[config.mk]
export PLATFORM = sky130hd
export DESIGN_NAME = wb_cdb_arbiter
export DESIGN_NICKNAME = d
export VERILOG_FILES = /design/src/rtl/wb_cdb_arbiter.sv
export SDC_FILE = /design/constraint.sdc
export NUM_CORES = 1
export LEC_CHECK = 0
export ABC_AREA = 1
export CAP_MARGIN = 0
export CELL_PAD_IN_SITES_DETAIL_PLACEMENT = 0
export CELL_PAD_IN_SITES_GLOBAL_PLACEMENT = 1
export CORE_MARGIN = 4
export CORE_UTILIZATION = 46
export CTS_CLUSTER_SIZE = 30
export DETAILED_ROUTE_END_ITERATION = 8
export PLACE_DENSITY_LB_ADDON = 0.08
export SLEW_MARGIN = 20
export SYNTH_ARGS = -nofsm -noshare
export SYNTH_HDL_FRONTEND = slang
export SYNTH_SLANG_ARGS = --single-unit
[constraint.sdc]
create_clock -name clk -period 6.8 [get_ports clk]
set_input_delay 1.36 -clock clk [delete_from_list [all_inputs] [get_ports clk]]
set_output_delay 1.36 -clock clk [all_outputs]
set_load 0.01 [all_outputs]
[src/rtl/wb_cdb_arbiter.sv]
// Writeback arbiter: three per-unit result FIFOs feeding one registered common data bus.
// Round-robin grant, valid/ready backpressure on both sides, synchronous flush.
module wb_cdb_arbiter #(
    parameter int unsigned DATA_W = 32,
    parameter int unsigned TAG_W  = 32,
    parameter int unsigned DEPTH  = 2
) (
    input  logic              clk,
    input  logic              rst,
    input  logic              flush,
    input  logic              alu_valid,
    output logic              alu_ready,
    input  logic [DATA_W-1:0] alu_value,
    input  logic [TAG_W-1:0]  alu_index,
    input  logic              mul_valid,
    output logic              mul_ready,
    input  logic [DATA_W-1:0] mul_value,
    input  logic [TAG_W-1:0]  mul_index,
    input  logic              div_valid,
    output logic              div_ready,
    input  logic [DATA_W-1:0] div_value,
    input  logic [TAG_W-1:0]  div_index,
    output logic              cdb_valid,
    input  logic              cdb_ready,
    output logic [DATA_W-1:0] cdb_value,
    output logic [TAG_W-1:0]  cdb_index,
    output logic [1:0]        cdb_src
);

    localparam int unsigned NSRC  = 3;
    localparam int unsigned CNT_W = $clog2(DEPTH + 1);
    localparam int unsigned PTR_W = (DEPTH > 1) ? $clog2(DEPTH) : 1;

    typedef enum logic [1:0] {
        StIdle,
        StHold,
        StIssue
    } sched_e;

    logic [NSRC-1:0]   src_valid;
    logic [NSRC-1:0]   src_ready;
    logic [NSRC-1:0]   push;
    logic [NSRC-1:0]   pop;
    logic [NSRC-1:0]   nonempty;
    logic [DATA_W-1:0] src_value [NSRC];
    logic [TAG_W-1:0]  src_index [NSRC];

    logic [DATA_W-1:0] mem_value [NSRC][DEPTH];
    logic [TAG_W-1:0]  mem_index [NSRC][DEPTH];
    logic [PTR_W-1:0]  wr_ptr_q  [NSRC];
    logic [PTR_W-1:0]  rd_ptr_q  [NSRC];
    logic [CNT_W-1:0]  count_q   [NSRC];

    logic [1:0]        last_q;
    logic [1:0]        grant;
    logic [1:0]        cand [NSRC];
    logic              any_req;
    logic              load;
    sched_e            state;
    logic [DATA_W-1:0] head_value;
    logic [TAG_W-1:0]  head_index;

    assign src_valid    = {div_valid, mul_valid, alu_valid};
    assign src_value[0] = alu_value;
    assign src_value[1] = mul_value;
    assign src_value[2] = div_value;
    assign src_index[0] = alu_index;
    assign src_index[1] = mul_index;
    assign src_index[2] = div_index;
    assign alu_ready    = src_ready[0];
    assign mul_ready    = src_ready[1];
    assign div_ready    = src_ready[2];

    function automatic logic [PTR_W-1:0] ptr_inc(input logic [PTR_W-1:0] p);
        return (p == PTR_W'(DEPTH - 1)) ? '0 : p + PTR_W'(1);
    endfunction

    function automatic logic [1:0] next_src(input logic [1:0] s);
        return (s == 2'd2) ? 2'd0 : s + 2'd1;
    endfunction

    // Ready looks only at the registered count, so a full FIFO stays
    // not-ready even in the cycle its head is popped.
    always_comb begin
        for (int k = 0; k < NSRC; k++) begin
            src_ready[k] = (count_q[k] < CNT_W'(DEPTH)) && !flush;
            push[k]      = src_valid[k] && src_ready[k];
            nonempty[k]  = (count_q[k] != '0);
        end
    end

    // Later assignments win, so cand[0] (the source after last) has top priority.
    always_comb begin
        cand[0] = next_src(last_q);
        cand[1] = next_src(cand[0]);
        cand[2] = next_src(cand[1]);
        any_req = |nonempty;
        grant   = last_q;
        if (nonempty[cand[2]]) grant = cand[2];
        if (nonempty[cand[1]]) grant = cand[1];
        if (nonempty[cand[0]]) grant = cand[0];
    end

    always_comb begin
        load  = !cdb_valid || cdb_ready;
        state = StIdle;
        if (!load) begin
            state = StHold;
        end else if (any_req) begin
            state = StIssue;
        end
    end

    always_comb begin
        for (int k = 0; k < NSRC; k++) begin
            pop[k] = (state == StIssue) && (grant == 2'(k)) && !flush;
        end
        head_value = mem_value[grant][rd_ptr_q[grant]];
        head_index = mem_index[grant][rd_ptr_q[grant]];
    end

    always_ff @(posedge clk or posedge rst) begin
        if (rst) begin
            for (int k = 0; k < NSRC; k++) begin
                count_q[k]  <= '0;
                wr_ptr_q[k] <= '0;
                rd_ptr_q[k] <= '0;
            end
        end else if (flush) begin
            for (int k = 0; k < NSRC; k++) begin
                count_q[k]  <= '0;
                wr_ptr_q[k] <= '0;
                rd_ptr_q[k] <= '0;
            end
        end else begin
            for (int k = 0; k < NSRC; k++) begin
                if (push[k]) wr_ptr_q[k] <= ptr_inc(wr_ptr_q[k]);
                if (pop[k])  rd_ptr_q[k] <= ptr_inc(rd_ptr_q[k]);
                case ({push[k], pop[k]})
                    2'b10:   count_q[k] <= count_q[k] + CNT_W'(1);
                    2'b01:   count_q[k] <= count_q[k] - CNT_W'(1);
                    default: count_q[k] <= count_q[k];
                endcase
            end
        end
    end

    always_ff @(posedge clk) begin
        for (int k = 0; k < NSRC; k++) begin
            if (push[k]) begin
                mem_value[k][wr_ptr_q[k]] <= src_value[k];
                mem_index[k][wr_ptr_q[k]] <= src_index[k];
            end
        end
    end

    // Payload holds when the bus drains empty; only cdb_valid drops.
    always_ff @(posedge clk or posedge rst) begin
        if (rst) begin
            cdb_valid <= 1'b0;
            cdb_value <= '0;
            cdb_index <= '0;
            cdb_src   <= 2'd0;
            last_q    <= 2'd2;
        end else if (flush) begin
            cdb_valid <= 1'b0;
            last_q    <= 2'd2;
        end else begin
            case (state)
                StIssue: begin
                    cdb_valid <= 1'b1;
                    cdb_value <= head_value;
                    cdb_index <= head_index;
                    cdb_src   <= grant;
                    last_q    <= grant;
                end
                StIdle:  cdb_valid <= 1'b0;
                default: cdb_valid <= cdb_valid;
            endcase
        end
    end

endmodule

==> summary.txt <==
Status -> completed
WP data arrival -> 2.82 ns
Avg WL per Cell -> 19.7 µm
TritonCTS buffer count -> 49
Synthesized area -> 19200 µm²
1st-pass router iterations -> 5
Post-Route Skew -> 0.0114 ns
Setup violators final -> 0
Worst EP required -> 5.44 ns
DRC -> 0
Clk Latency, worst-skew pair -> 0.58 ns
DP Wirelength -> 29.3 mm
Pwr/cell area -> 495 nW/µm²
Share of layout cells above drive strength 1 -> 5.81%
Achievable frequency -> 0.239 GHz
Main synth FF type -> edfxtp_1
Initial antenna violation count -> 4
Synth-to-Final Area Change -> 24.5%
Die ar. -> 45000 µm²
Synth top area cells -> edfxtp_1 60%, nand2_1 11%, dfrtp_1 10%
Placed cell count -> 2505
Hold Vio Cnt, Final -> 0
# resized after CTS -> 0
WS Path Type -> input pin to output pin
Hold WC Path Type -> register to register
Vias in the first global route -> 12669
Root buffer cell -> clkbuf_16
GRT Resource Usage Total -> 22.7%
Pleak -> 0.00997 µW
Met1 Use GR -> 30.3%
CP max-delay cell -> clkdlybuf4s50_1
Reg-to-reg setup timing slack -> 2.85 ns
Worst slew pin tran -> 1.10 ns
Number of buffers added for setup after CTS -> 0
Yosys reg bits -> 465
Core outline area -> 41000 µm²
Io pins -> 269
Netlist cell types -> 31
Port Buffer Count -> 268
Number of synthesized flops with an enable pin -> 384
Reg clk slew, reported paths -> 0.06 ns
Crit path time final -> 4.18 ns
Max-capacitance violation count -> 0
Met3 Usage GRT -> 4.00%
Post-synthesis sequential area ratio -> 70.7%
Grt ovf -> 0
Drt via density -> 5.04
Initial Utilization -> 46.7%
Type of origin of the critical path -> input pin
CP peak stage delay -> 0.59 ns
Buf+Inv Stages, Crit Path -> 2
Routed wire length -> 51.3 mm
Synth Instances -> 1776
# rows -> 74
DRT antenna net count -> 0
Gpl congestion -> 0.793
Sequence of cells on the critical path -> clkdlybuf4s50_1, nor2_1, clkdlybuf4s50_1
Clock Sinks -> 465
Most used routing layer -> met2
Avg Inst Size Synth -> 10.8 µm²
CP endpoint kind -> output pin
Tcrit/Tclk final -> 61.5%
Via Count -> 13097
Die width -> 212 µm
Fin. max-slew vios -> 0
Post-synth ARST share -> 17.4%
Max H-tree Level -> 2
1st-iter DRT viols -> 969
First-pass GRT wire length -> 76.0 mm
Count of warnings emitted by yosys -> 0
Largest area contributor in the netlist -> edfxtp_1
Met2 Use GR -> 38.7%
Die Ht -> 212 µm
Rel. slew slack -> 26.8%
TritonCTS clock tree -> built
Synth top area share -> 60.1%
Max Root-Sink Buffers -> 3
CP max FO -> 7
Filler cells -> 3485
Top delay family on crit path -> buffers and inverters
Final nets -> 2223
Setup TNS -> 0 ns
Most used cell, CP -> clkdlybuf4s50_1
Non-filler cells, final -> 2599
RSZ-0062 raised after global routing -> false
Syn Nets -> 1975
Max rail drop VDD -> 531 µV
Largest net degree at the start of global routing -> 100
CTS Hold Bufs -> 0
-- cells in the mapped netlist (all sizes together) (2+ instances only) --
library cell	instances
buf	58
o21ai	14
nor2	240
dfrtp	80
a21oi	40
edfxtp	384
xor2	2
nand3	221
inv	151
nand4	2
clkbuf	29
nand2	547
-- cells by family after synthesis --
kind of cell              after synthesis  share of synthesized area, %
and+or+nand+nor                      1011                          21.7
xor gates and xnor gates                2                        0.0914
buffers and inverters                 239                          5.83
muxes                                   1                        0.0522
DFF                                   465                          70.7
AOI/OAI and AO/OA                      58                          1.56
-- per-layer routing --
layer | share of wire (%) | vias to the layer above
met5 | 0.060 | -
met4 | 1.9 | 4
met3 | 6.4 | 80
met1 | 42 | 6293
met2 | 50 | 390
li1 | - | 6330
-- flip-flops by register name (all words and copies together), names as in the netlist --
name       flops
last_q         2
rd_ptr_q       3
mem_index    192
cdb_value     32
wr_ptr_q       3
cdb_src        2
cdb_index     32
mem_value    192
cdb_valid      1
count_q        6
-- worst min-delay path, delay by kind of cell, from the launching register on --
| family | cells | cell delay (ns) |
|---|---|---|
| flops | 1 | 0.34 |
| simple gates | 2 | 0.10 |
-- final timing paths --
check,startpoint,end,cells after the start
worst max-delay path,flush,mul_ready,3
worst min-delay path,cdb_index[23],cdb_index[23],2
worst max register to register,last_q[1],cdb_index[18],12
worst min register to register,cdb_index[23],cdb_index[23],2
max in group asynchronous,rst,cdb_value[24],3
min in group asynchronous,rst,cdb_index[21],2
-- placed cells by master, fill, tap and decap left out, drive strengths merged --
| cell type | netlist | layout |
|---|---|---|
| or2 | 1 | 1 |
| dfrtp | 80 | 80 |
| nand4 | 2 | 2 |
| dfstp | 1 | 1 |
| clkdlybuf4s50 | 0 | 268 |
| inv | 151 | 152 |
| o22ai | 1 | 1 |
| clkbuf | 29 | 74 |
| nor2 | 240 | 240 |
| o21bai | 1 | 1 |
| nand2 | 547 | 547 |
| xor2 | 2 | 2 |
| mux2i | 1 | 1 |
| clkinvlp | 0 | 2 |
| bufinv | 0 | 2 |
| buf | 58 | 16 |
| o21ai | 14 | 14 |
| diode | 0 | 2 |
| clkinv | 1 | 14 |
| o211ai | 1 | 1 |
| a21oi | 40 | 40 |
| nand3 | 221 | 221 |
| o21a | 1 | 1 |
| edfxtp | 384 | 384 |
-- through the flow --
| step | hold slack (ns) | setup slack (ns) | util [%] | total power [µW] | cell area (µm²) |
|---|---|---|---|---|---|
| after floorplan | 0.482 | 1.70 | - | 7740 | 19200 |
| after global placement | 0.461 | 2.67 | 54.2 | 9220 | 22200 |
| after detailed placement | 0.465 | 2.63 | 54.2 | 9280 | 22200 |
| after CTS | 0.481 | 2.63 | 58.2 | 12000 | 23900 |
| after global routing | 0.498 | 2.52 | 58.2 | 12700 | 23900 |
| final | 0.476 | 2.62 | 58.2 | 11800 | 23900 |
-- power by group --
group          leakage, µW  total (µW)  internal [µW]  switching (µW)
Sequential         0.00451        3770           3550             224
Combinational      0.00466        5410           1730            3680
Clock             0.000794        2640           1570            1070
-- cell type report --
class                      count  area (µm²)  share of cell area (%)
clock buffer                  74        1470                    6.17
antenna                        2        5.00                  0.0210
multi-input combinational   1072        4580                    19.2
tap                          532         666                    2.79
timing repair buffer         284        2880                    12.1
inverter                     152         573                    2.40
clock inverter                18         143                   0.597
sequential                   465       13600                    56.8
Note: power is estimated with default switching activity, not from simulation.
